<file path="src/rtl/time_set_editor_pkg.sv">
// Shared definitions for the time-set editor: FSM state encoding, field
// selector encodings and the BCD maxima of the three time fields.
package time_set_editor_pkg;

  typedef enum logic [1:0] {
    IDLE   = 2'd0,
    EDIT   = 2'd1,
    COMMIT = 2'd2
  } state_t;

  localparam logic [1:0] FIELD_HH = 2'd0;
  localparam logic [1:0] FIELD_MM = 2'd1;
  localparam logic [1:0] FIELD_SS = 2'd2;
  localparam int         NUM_FIELDS = 3;

  localparam logic [7:0] BCD_HOUR_MAX   = 8'h23;
  localparam logic [7:0] BCD_MINSEC_MAX = 8'h59;

endpackage

</file>
<file path="src/rtl/time_set_editor_bcd_field_counter.sv">
// bcd_field_counter: one two-digit BCD field with wrap at MAX.
//   clk, reset : clock, synchronous active-high reset (value -> 8'h00)
//   load       : capture load_val (highest priority, stored as-is)
//   inc, dec   : step +1 / -1 in BCD; both together leave value unchanged
//   value      : registered BCD value
module bcd_field_counter #(
  parameter logic [7:0] MAX = 8'h59
) (
  input  logic       clk,
  input  logic       reset,
  input  logic       load,
  input  logic [7:0] load_val,
  input  logic       inc,
  input  logic       dec,
  output logic [7:0] value
);

  logic [7:0] nxt_up, nxt_dn;

  always_comb begin
    // At or above MAX wraps to zero, so an out-of-range loaded value
    // recovers on its first increment.
    nxt_up = 8'h00;
    if (value < MAX) begin
      if (value[3:0] >= 4'd9) nxt_up = {value[7:4] + 4'd1, 4'd0};
      else                    nxt_up = value + 8'd1;
    end
    nxt_dn = MAX;
    if (value != 8'h00) begin
      if (value[3:0] == 4'd0) nxt_dn = {value[7:4] - 4'd1, 4'd9};
      else                    nxt_dn = value - 8'd1;
    end
  end

  always_ff @(posedge clk) begin
    if (reset)             value <= 8'h00;
    else if (load)         value <= load_val;
    else if (inc && !dec)  value <= nxt_up;
    else if (dec && !inc)  value <= nxt_dn;
  end

endmodule

</file>
<file path="src/rtl/time_set_editor.sv">
// time_set_editor: button-driven editor for an hh:mm:ss BCD time.
//   clk, reset          : clock, synchronous active-high reset
//   edit_en             : level, high requests edit mode
//   pulse_up/down       : +1 / -1 on the selected field (EDIT only)
//   pulse_left/right    : move field selection (EDIT only)
//   load, load_hh/mm/ss : capture the current time (IDLE only)
//   hh, mm, ss          : registered edited time in BCD
//   field_sel           : 0 hours, 1 minutes, 2 seconds
//   editing, commit     : high in EDIT / one-cycle strobe in COMMIT
module time_set_editor
  import time_set_editor_pkg::*;
#(
  parameter logic [7:0] HOUR_MAX   = BCD_HOUR_MAX,
  parameter logic [7:0] MINSEC_MAX = BCD_MINSEC_MAX
) (
  input  logic       clk,
  input  logic       reset,
  input  logic       edit_en,
  input  logic       pulse_up,
  input  logic       pulse_down,
  input  logic       pulse_left,
  input  logic       pulse_right,
  input  logic       load,
  input  logic [7:0] load_hh,
  input  logic [7:0] load_mm,
  input  logic [7:0] load_ss,
  output logic [7:0] hh,
  output logic [7:0] mm,
  output logic [7:0] ss,
  output logic [1:0] field_sel,
  output logic       editing,
  output logic       commit
);

  state_t     state, state_nxt;
  logic [1:0] sel_nxt;

  logic [NUM_FIELDS-1:0][7:0] load_vals, vals;

  assign load_vals = {load_ss, load_mm, load_hh};

  always_ff @(posedge clk) begin
    if (reset) begin
      state     <= IDLE;
      field_sel <= FIELD_HH;
    end else begin
      state     <= state_nxt;
      field_sel <= sel_nxt;
    end
  end

  always_comb begin
    state_nxt = state;
    sel_nxt   = field_sel;
    case (state)
      IDLE: if (edit_en) begin
        state_nxt = EDIT;
        sel_nxt   = FIELD_HH;
      end
      EDIT: begin
        if (!edit_en) state_nxt = COMMIT;
        if (pulse_right && !pulse_left)
          sel_nxt = (field_sel == FIELD_SS) ? FIELD_HH : field_sel + 2'd1;
        else if (pulse_left && !pulse_right)
          sel_nxt = (field_sel == FIELD_HH) ? FIELD_SS : field_sel - 2'd1;
      end
      default: state_nxt = IDLE;
    endcase
  end

  assign editing = (state == EDIT);
  assign commit  = (state == COMMIT);

  // Value pulses use the registered field_sel, i.e. the field selected
  // before any simultaneous move.
  for (genvar f = 0; f < NUM_FIELDS; f++) begin : g_field
    localparam logic [7:0] FMAX = (f == 0) ? HOUR_MAX : MINSEC_MAX;
    logic hit;
    assign hit = editing && (field_sel == 2'(f));

    bcd_field_counter #(.MAX(FMAX)) u_cnt (
      .clk      (clk),
      .reset    (reset),
      .load     ((state == IDLE) && load),
      .load_val (load_vals[f]),
      .inc      (hit && pulse_up),
      .dec      (hit && pulse_down),
      .value    (vals[f])
    );
  end

  assign hh = vals[0];
  assign mm = vals[1];
  assign ss = vals[2];

endmodule

</file>
<file path="config.mk">
export PLATFORM = sky130hd
export DESIGN_NAME = time_set_editor
export DESIGN_NICKNAME = d
export VERILOG_FILES = /design/src/rtl/time_set_editor_pkg.sv /design/src/rtl/time_set_editor_bcd_field_counter.sv /design/src/rtl/time_set_editor.sv
export SDC_FILE = /design/constraint.sdc
export NUM_CORES = 1
export LEC_CHECK = 0
export CELL_PAD_IN_SITES_DETAIL_PLACEMENT = 1
export CELL_PAD_IN_SITES_GLOBAL_PLACEMENT = 1
export CORE_MARGIN = 4
export CORE_UTILIZATION = 38
export DETAILED_ROUTE_END_ITERATION = 10
export HOLD_SLACK_MARGIN = 0.03
export PLACE_DENSITY_LB_ADDON = 0.08
export SYNTH_ARGS = -nofsm -noshare
export SYNTH_HDL_FRONTEND = slang
export SYNTH_HIERARCHICAL = 1
export SYNTH_SLANG_ARGS = --single-unit
</file>
<file path="constraint.sdc">
create_clock -name clk -period 3 [get_ports clk]
set_input_delay 0.6 -clock clk [delete_from_list [all_inputs] [get_ports clk]]
set_output_delay 0.6 -clock clk [all_outputs]
set_load 0.02 [all_outputs]
</file>
==> summary.md <==
| Metric | Value |
|---|---|
| Gate power share | `a little under half` |
| Top cell type's share of synthesized area | `a little under a fifth` |
| Floorplan die height | `97.8 um` |
| Commonest cells in the netlist | `sky130_fd_sc_hd__nor2_1 (39), sky130_fd_sc_hd__dfxtp_1 (28), sky130_fd_sc_hd__inv_1 (28)` |
| Crit share post-route | `around four fifths` |
| Vias | `3270` |
| Endpoint required time on the critical path | `3.21 ns` |
| Number of diodes added for antenna fixing | `0` |
| Number of distinct library cells after synthesis | `83` |
| Site row count | `32` |
| Total count of max-transition violations in the final report | `0` |
| Number of input and output port buffers inserted | `59` |
| Share of total power consumed by net switching | `just over 40%` |
| Clk buf depth | `2` |
| ANT nets after route | `0` |
| Leakage | `1.48 nW` |
| Synth-to-Final Area Change | `24.5%` |
| Net count reported at finish | `just over 500` |
| Overall routed net length | `slightly above 10000 um` |
| CP arrival | `between 2 and 3 ns` |
| Endpoints failing setup | `0` |
| RSZ-0062 raised after global routing | `false` |
| Aggregate negative setup slack | `0 ns` |
| Mapped Avg Cell Area | `roughly 7.5 um2` |
| Area of the die | `around 9600 um2` |
| Setup bufs post-CTS | `0` |
| Worst min-delay path class | `reg2reg` |
| Slew @ Worst Pin | `between 0.7 and 0.8 ns` |
| Final GP Congestion | `0.884` |
| Result of the run | `complete, no violations` |
| Avg WL per Cell | `18.2 um` |
| Detailed-route vias per instance | `between 5 and 6` |
| Internal power | `approximately 900 uW` |
| Cells taking the most area after synthesis | `sky130_fd_sc_hd__dfxtp_1 (18%), sky130_fd_sc_hd__ha_1 (11%), sky130_fd_sc_hd__nor2_1 (4.8%)` |
| Overall Global Routing Usage | `20.7%` |
| Number of synthesis warnings | `6` |
| Max-capacitance violation count | `0` |
| Drt first pass iters | `4` |
| Number of endpoints with negative hold slack in the final report | `0` |
| Placeable core region | `7770 um2` |
| Number of synthesized flops with an enable pin | `0` |
| Cell area after technology mapping | `~3100 um2` |
| Grt ovf | `0` |
| Starting Density | `39.4%` |
| Number of antenna violations at the first check in global routing | `0` |
| Filler instances | `964` |
| Number of instances in the synthesized netlist | `a little over 400` |
| Chip Width | `between 90 and 100 um` |
| Post-layout utilization of the core | `between 40% and 50%` |
| Most used standard cell by instance count after synthesis | `sky130_fd_sc_hd__nor2_1` |
| Highest fanout seen on the critical path | `9` |
| Net count of the mapped netlist | `466` |
| Fmax | `417 MHz` |
| Post-cts repair resize count | `0` |
| Switching power total | `around 640 uW` |
| Sequential fraction of the synthesis area | `~18%` |
| Hold bufs inserted after CTS | `0` |
| Wire length of the first global-routing pass | `~17000 um` |
| Capturing element type of the critical path | `register` |
| Clock latency of the later-clocked register in the worst-skew pair | `0.29 ns` |
| Critical Path Start Type | `register` |
| Clock tree from TritonCTS | `yes` |
| Async S/R FF share, synth | `0%` |
| Number of design rule violations left after detail routing | `0` |
| Critical path class | `reg2reg` |
| Initial DRC Count | `a little under 90` |
| Share of post-route cells with drive strength above 1 | `9.31%` |
| Crit path setup slack, layout | `approximately 0.60 ns` |
| CTS clk-pin slew, worst paths | `roughly 0.11 ns` |
| Biggest area consumer among synthesized cells | `sky130_fd_sc_hd__dfxtp_1` |
| Root buffer cell | `sky130_fd_sc_hd__clkbuf_8` |
| Level count of the clock H-tree | `1` |
| Total clock buffers created by CTS | `3` |
| Power density over cell area | `~400 nW/um2` |
| Synth Flop Type | `sky130_fd_sc_hd__dfxtp_1` |
| Boundary Pins | `60` |
| Clock skew | `approximately 0.0027 ns` |
| Count of state elements after synthesis | `28` |
| Largest net degree at the start of global routing | `56` |
| Tmin final | `~2.4 ns` |
| Relative max-transition margin | `49.1%` |
| Dpl hpwl | `approximately 7500 um` |
| Number of clock sinks | `28` |
| Placement-stage worst setup slack | `around 0.36 ns` |
| Maximum resistive drop on vdd | `0.174 mV` |
| Via count of the first global-routing pass | `3305` |
| Share of total power in the clock network | `a little over 20%` |
| Portion of total power attributed to sequential cells | `between 30% and 40%` |
## cells by family after synthesis
| family | synth area share (%) |
|---|---|
| fa+ha+maj | 11.0 |
| buf+inv | 7.51 |
| xor+xnor | 2.29 |
| simple gates | 29.7 |
| flops | 18.3 |
| mux | 1.43 |
| compound gates | 29.8 |
## routing by layer
metal | share of wire [%] | vias to the layer above | GRT usage, % | routed length, um
met5 | 0 | - | 0 | 0
met3 | 4.3 | 6 | 2.36 | 437
met4 | 0.92 | 0 | 4.05 | 93
li1 | - | 1606 | - | -
met1 | 47 | 1582 | 28.9 | 4770
met2 | 47 | 76 | 34.7 | 4760
## cell usage in the layout (no fill, tap or decap), drive strengths merged, types with 16 or more instances in the layout
| cell type | instances |
|---|---|
| a21oi | 23 |
| clkdlybuf4s50 | 59 |
| dfxtp | 28 |
| ha | 27 |
| inv | 28 |
| nand2 | 16 |
| nor2 | 40 |
| nor3 | 18 |
| o21ai | 16 |
## cell type report
class / count / area, um2 / area share (%)
multi-input cells: 323 / 2280 / 59.7
repair buffers: 68 / 671 / 17.6
flip-flops and latches: 28 / 561 / 14.7
well taps: 102 / 128 / 3.35
inverters: 28 / 105 / 2.76
clock buffers: 3 / 41.3 / 1.08
clock inverters: 1 / 30.0 / 0.787
## stage by stage
stage / total power [mW] / instance area, um2 / hold slack, ns / instances
CTS: 1.58 / 3810 / 0.563 / 553
floorplan: 0.989 / 3060 / 0.525 / 407
global route: 1.68 / 3810 / 0.614 / 553
finish: 1.56 / 3810 / 0.562 / 553
global placement: 1.23 / 3740 / 0.546 / 549
detailed placement: 1.25 / 3740 / 0.542 / 549
## registers in the layout (all words and copies together) (netlist names)
register and flops:
state 2, g_field.u_cnt/value 24, field_sel 2
## power groups by stage
stage / Clock [mW] / Sequential [mW] / Combinational [mW]
final: 0.322 / 0.513 / 0.729
after global placement: 0 / 0.520 / 0.709
after floorplan: 0 / 0.508 / 0.481
after global routing: 0.349 / 0.524 / 0.802
after detailed placement: 0 / 0.520 / 0.726
after CTS: 0.336 / 0.512 / 0.730
## worst max-delay path, stage by stage (launching register included)
cell and delay (ns):
sky130_fd_sc_hd__dfxtp_1 0.42, sky130_fd_sc_hd__inv_1 0.14, sky130_fd_sc_hd__ha_1 0.25, sky130_fd_sc_hd__or3b_1 0.50, sky130_fd_sc_hd__a22o_1 0.25, sky130_fd_sc_hd__a2111oi_1 0.37
sky130_fd_sc_hd__nand3_1 0.15, sky130_fd_sc_hd__a311oi_2 0.24
## path summary, 6_finish.rpt
check,cells after the start,start,endpoint,slack (ns)
max,7,g_field[2].u_cnt/value[0]$_SDFFE_PP0P_,g_field[2].u_cnt/value[3]$_SDFFE_PP0P_,0.60
min reg2reg,2,g_field[0].u_cnt/value[7]$_SDFFE_PP0P_,g_field[0].u_cnt/value[7]$_SDFFE_PP0P_,0.56
min,2,g_field[0].u_cnt/value[7]$_SDFFE_PP0P_,g_field[0].u_cnt/value[7]$_SDFFE_PP0P_,0.56
max reg2reg,7,g_field[2].u_cnt/value[0]$_SDFFE_PP0P_,g_field[2].u_cnt/value[3]$_SDFFE_PP0P_,0.60
(Power assumes the default switching activity.)
==> RTL change 1, RTL diff (same flow settings) <==
The package constant `BCD_HOUR_MAX` goes from 8'h23 to 8'h11.
--- a/src/rtl/time_set_editor_pkg.sv
+++ b/src/rtl/time_set_editor_pkg.sv
@@ -15,3 +15,3 @@
 
-  localparam logic [7:0] BCD_HOUR_MAX   = 8'h23;
+  localparam logic [7:0] BCD_HOUR_MAX   = 8'h11;
   localparam logic [7:0] BCD_MINSEC_MAX = 8'h59;
Behaviour: not the same (a bounded check fails within 4 cycles, from zero or initial values and one cycle with reset high).
==> RTL change 1 against the original RTL <==
Worst setup slack got worse by 27 ps; synthesized area grew 1.4%; wire length down 3.3%; design area down 0.46%; total power is 3.5% lower; combinational power grew 2%; clock power shrank 19%; count of clock-buffer cells in the layout increased by 1; sequential cell count unchanged; highest routed layer unchanged.
==> RTL change 1: results (changes against the original RTL) <==
- Outcome: complete, no violations
- Final nets: 508 (-0.59%)
- Layout cells sized above 1: 8.036% (-1.3 points)
- Vias in the first global route: 3297 (-0.24%)
- Hold worst-path end: g_field[1].u_cnt/value[0]
- Hold Path Origin: g_field[1].u_cnt/value[0]
- Reg power frac: 33.5% (+0.7 points)
- Non-CTS buffers: 64 (-5.9%)
- CP endpoint: g_field[0].u_cnt/value[3]
- Clock buffer cells: 4 (+1)
- #MultiIn Comb: 325 (+0.62%)
- Mux share of post-synthesis cell area: 1.731% (+0.30 points)
- 1st-iter DRT viols: 108 (+24%)
- Post-synthesis compound-gate area fraction: 30.52% (+0.75 points)
- Metal3 WL: 484 µm (+11%)
- Top cells by count, synth: nor2_1 (36), dfxtp_1 (28), ha_1 (27), inv_1 (27), a21oi_1 (21)
- Syn_nets: 467 (+0.21%)
- Placed Cells: 546 (-0.55%)
- First-pass GRT wire length: 16420 µm (-2.4%)
- Multi-input gate area: 0.002298 mm² (+0.88%)
- Post-CTS Setup Inserts: 0 (unchanged)
- Wire per inst: 17.68 µm (-2.8%)
- Via Count: 3266 (-0.12%)
- Max incr delay on CP: 530 ps (+30 ps)
- Initial antenna violation count: 0 (unchanged)
- Crit path from: pulse_up
- Leakage power: 1.453 nW (-1.6%)
- Seq/total area: 14.77% (+0.068 points)
- DP Wirelength: 7109 µm (-5.4%)
- Filler cells: 989 (+2.6%)
- Met2 WL: 4382 µm (-7.9%)
- Sequential fraction of the synthesis area: 18.04% (-0.26 points)
- Synth top area cells: dfxtp_1 (18%), ha_1 (11%), nor2_1 (4.3%)
- Global Route met1 Usage: 28.57% (-0.31 points)
- Final GP Congestion: 0.8784 (-0.60%)
- Critical-path top delay cell: or4_1
- GR Util All Layers: 19.80% (-0.92 points)
- Worst reg2reg path startpoint: g_field[2].u_cnt/value[1]
- Adder-cell share of the synthesized area: 10.87% (-0.16 points)
- Post-Synth XOR/XNOR Area: 1.973% (-0.31 points)
- Nonclk inv count: 27 (-3.6%)
- GR Util met3: 2.265% (-0.092 points)
- Largest net degree at the start of global routing: 58 (+3.6%)
- Worst reg2reg endpoint: g_field[2].u_cnt/value[3]
- Family with the most delay on the worst path: simple AND/OR/NAND/NOR gates
- Wl on met1: 4719 µm (-0.99%)
- Clk power: 261 µW (-19%)
- Mean Syn Cell Area: 7.618 µm² (+1.2%)
- Reg-to-reg slack, setup: 600 ps (about the same)
- Count of cell types in the netlist: 84 (+1.2%)
- Worst Path Arrival: 2650 ps (+40 ps)
- Crit path max fanout: 7 (-2)
- Clk tree area frac: 1.450% (-0.42 points)
-- RTL change 1: cell count changes after synthesis, moves of 2 or more --
cell | before | now
nor3_1 | 17 | 8
a22oi_1 | 3 | 8
nand2_1 | 14 | 19
nor2_1 | 39 | 36
nor2b_1 | 8 | 11
a221oi_1 | 7 | 5
clkbuf_1 | 16 | 14
clkbuf_8 | 0 | 2
o21ai_0 | 14 | 16
o21ai_1 | 2 | 4
o22ai_1 | 2 | 4
or2_2 | 4 | 2
-- RTL change 1: through the flow --
stage | worst slack, ps | cell area, µm² | util (%) | power (mW) | hold WS, ps
2_1_floorplan | 712.3 | 3108 | - | 1.011 | 525.2
6_report | 574.2 | 3796 | 48.37 | 1.510 | 581.9
5_1_grt | 316.1 | 3796 | 48.37 | 1.630 | 603.1
3_5_place_dp | 270.7 | 3741 | 47.67 | 1.253 | 559.1
3_3_place_gp | 330.3 | 3741 | 47.67 | 1.239 | 544.1
4_1_cts | 570.5 | 3796 | 48.37 | 1.525 | 577.5
==> RTL change 2, RTL diff (config.mk and constraints unchanged) <==
Without the edit above. The 3 states of `state_t` get a one-hot encoding in 3 bits.
--- a/src/rtl/time_set_editor_pkg.sv
+++ b/src/rtl/time_set_editor_pkg.sv
@@ -4,6 +4,6 @@
 
-  typedef enum logic [1:0] {
-    IDLE   = 2'd0,
-    EDIT   = 2'd1,
-    COMMIT = 2'd2
+  typedef enum logic [2:0] {
+    IDLE   = 3'b001,
+    EDIT   = 3'b010,
+    COMMIT = 3'b100
   } state_t;
Check against the original RTL: same outputs for any inputs over 10 cycles, from zero or initial values and one cycle with reset high; not proved beyond that.
==> RTL change 2 against the original RTL <==
Hold slack worse by 30 ps; count of clock-buffer cells in the layout grew 4; design area rose by 4.0%; worst setup slack got worse by 130 ps; die area increased by 3.5%; critical path depth up 1; total power up 10%; sequential share of layout area down 0.066 points; sequential cell count increased by 1; synthesized cell count increased by 2.5%; synthesized area rose by 3.8%; wire length is 5.7% higher.
==> RTL change 2: results (changes against the original RTL) <==
- Placed Cells: 565 (+2.9%)
- Syn_nets: 478 (+2.6%)
- CTS buffer count: 5 (+2)
- Initial antenna violation count: 0 (unchanged)
- Worst-skew pair later-pin latency: 290 ps (about the same)
- Count of cell types in the netlist: 83 (unchanged)
- Worst VDD drop: 212.2 µV (+22%)
- DP Wirelength: 7920 µm (+5.4%)
- First-pass GRT wire length: 17980 µm (+6.9%)
- Family with the most delay on the worst path: simple AND/OR/NAND/NOR gates
- GR Util All Layers: 22.09% (+1.4 points)
- Share of flip-flops with an asynchronous set or reset: 0% (unchanged)
- Tightest Hold Check Type: flip-flop to flip-flop
- Vias in the first global route: 3525 (+6.7%)
- DR pass1 iterations: 4 (unchanged)
- Crit path max fanout: 9 (unchanged)
- Largest regs: g_field.u_cnt/value x24, state x3, field_sel x2
- Worst Path Arrival: 2730 ps (+120 ps)
- Max incr delay on CP: 460 ps (-40 ps)
- PortBufs: 59 (unchanged)
- Initial Utilization: 38.89% (-0.56 points)
- Final GP Congestion: 0.8144 (-7.8%)
- Setup Skew: 9.890 ps (+7.190 ps)
- Synth warn: 6 (unchanged)
- Outcome: complete, no violations
- Layout cells sized above 1: 11.97% (+2.7 points)
- Wire per inst: 18.55 µm (+2.0%)
- Mean Syn Cell Area: 7.624 µm² (+1.3%)
- Via Count: 3431 (+4.9%)
- Largest net degree at the start of global routing: 21 (-63%)
- Post-CTS Setup Inserts: 0 (unchanged)
- Post-CTS sizing: 0 (unchanged)
- 1st-iter DRT viols: 120 (+38%)
- Sequential fraction of the synthesis area: 18.26% (-0.033 points)
- N_diodes: 0 (unchanged)
- H-tree Lvls: 2 (+1)
- Root Buffer: clkbuf_8
- Placed Area: 0.003866 mm² (+3.3%)
- Worst Tran Pin Value: 814.1 ps (+53.85 ps)
- Final nets: 528 (+3.3%)
- Place WS: 340.3 ps (-17.19 ps)
- DR vias/cell: 5.988 (+1.3%)
- Synth top area cells: dfxtp_1 (18%), ha_1 (11%), nor2_1 (4.6%)
- Critical-path top delay cell: or3b_4
- Ys flop type: dfxtp_1
- Clock buffer depth: 2 (unchanged)
- Top cells by count, synth: nor2_1 (39), dfxtp_1 (29), ha_1 (29)
- Clk slew on worst S/H paths: 70 ps (-40 ps)
- Leakage power: 1.550 nW (+4.9%)
RTL change 2: final timing paths:
| check | startpoint | slack (ps) | to | depth (start not counted) |
|---|---|---|---|---|
| max | state[1] | 480 | g_field[2].u_cnt/value[3] | 8 |
| min | state[2] | 530 | state[0] | 2 |
| max reg2reg | state[1] | 480 | g_field[2].u_cnt/value[3] | 8 |
| min reg2reg | state[2] | 530 | state[0] | 2 |
RTL change 2: final cells by class:
type | instances | area, µm²
clock inverters | 1 | 5.005
well taps | 105 | 131.4
fillers | 1034 | 4208
inverters | 29 | 113.9
clock buffers | 7 | 96.34
flip-flops and latches | 29 | 580.6
multi-input cells | 331 | 2360
repair buffers | 71 | 680.7
RTL change 2: where the power goes:
part	internal (mW)	switching (mW)	leakage (nW)
Combinational	0.366	0.433	1.26
Clock	0.208	0.174	0.0542
Sequential	0.426	0.115	0.239
RTL change 2: kinds of logic (layout without fill, tap and decap cells):
| group | count (synthesis) | in the layout | synth area share, % |
|---|---|---|---|
| compound gates | 124 | 124 | 28.85 |
| xor+xnor | 9 | 9 | 2.479 |
| fa+ha+maj | 29 | 29 | 11.41 |
| buf+inv | 57 | 108 | 7.517 |
| flops | 29 | 29 | 18.26 |
| mux | 6 | 6 | 2.046 |
| simple gates | 163 | 163 | 29.44 |
RTL change 2: worst register-to-register path, cell delays in order (launching register included):
cell,delay [ps]
dfxtp_1,440
or3b_4,460
clkinv_4,100
and3_2,210
nor2b_1,340
nor4b_1,110
a2111oi_1,400
nand3_1,150
a311oi_2,240
RTL change 2: metal layers:
layer  part of all wire, %  global-route usage, %  up-vias
met5                     0                      0        -
met3                   4.3                  2.595       17
li1                      -                      -     1650
met1                    47                  30.20     1679
met4                   1.9                  8.403        0
met2                    47                  35.59       85
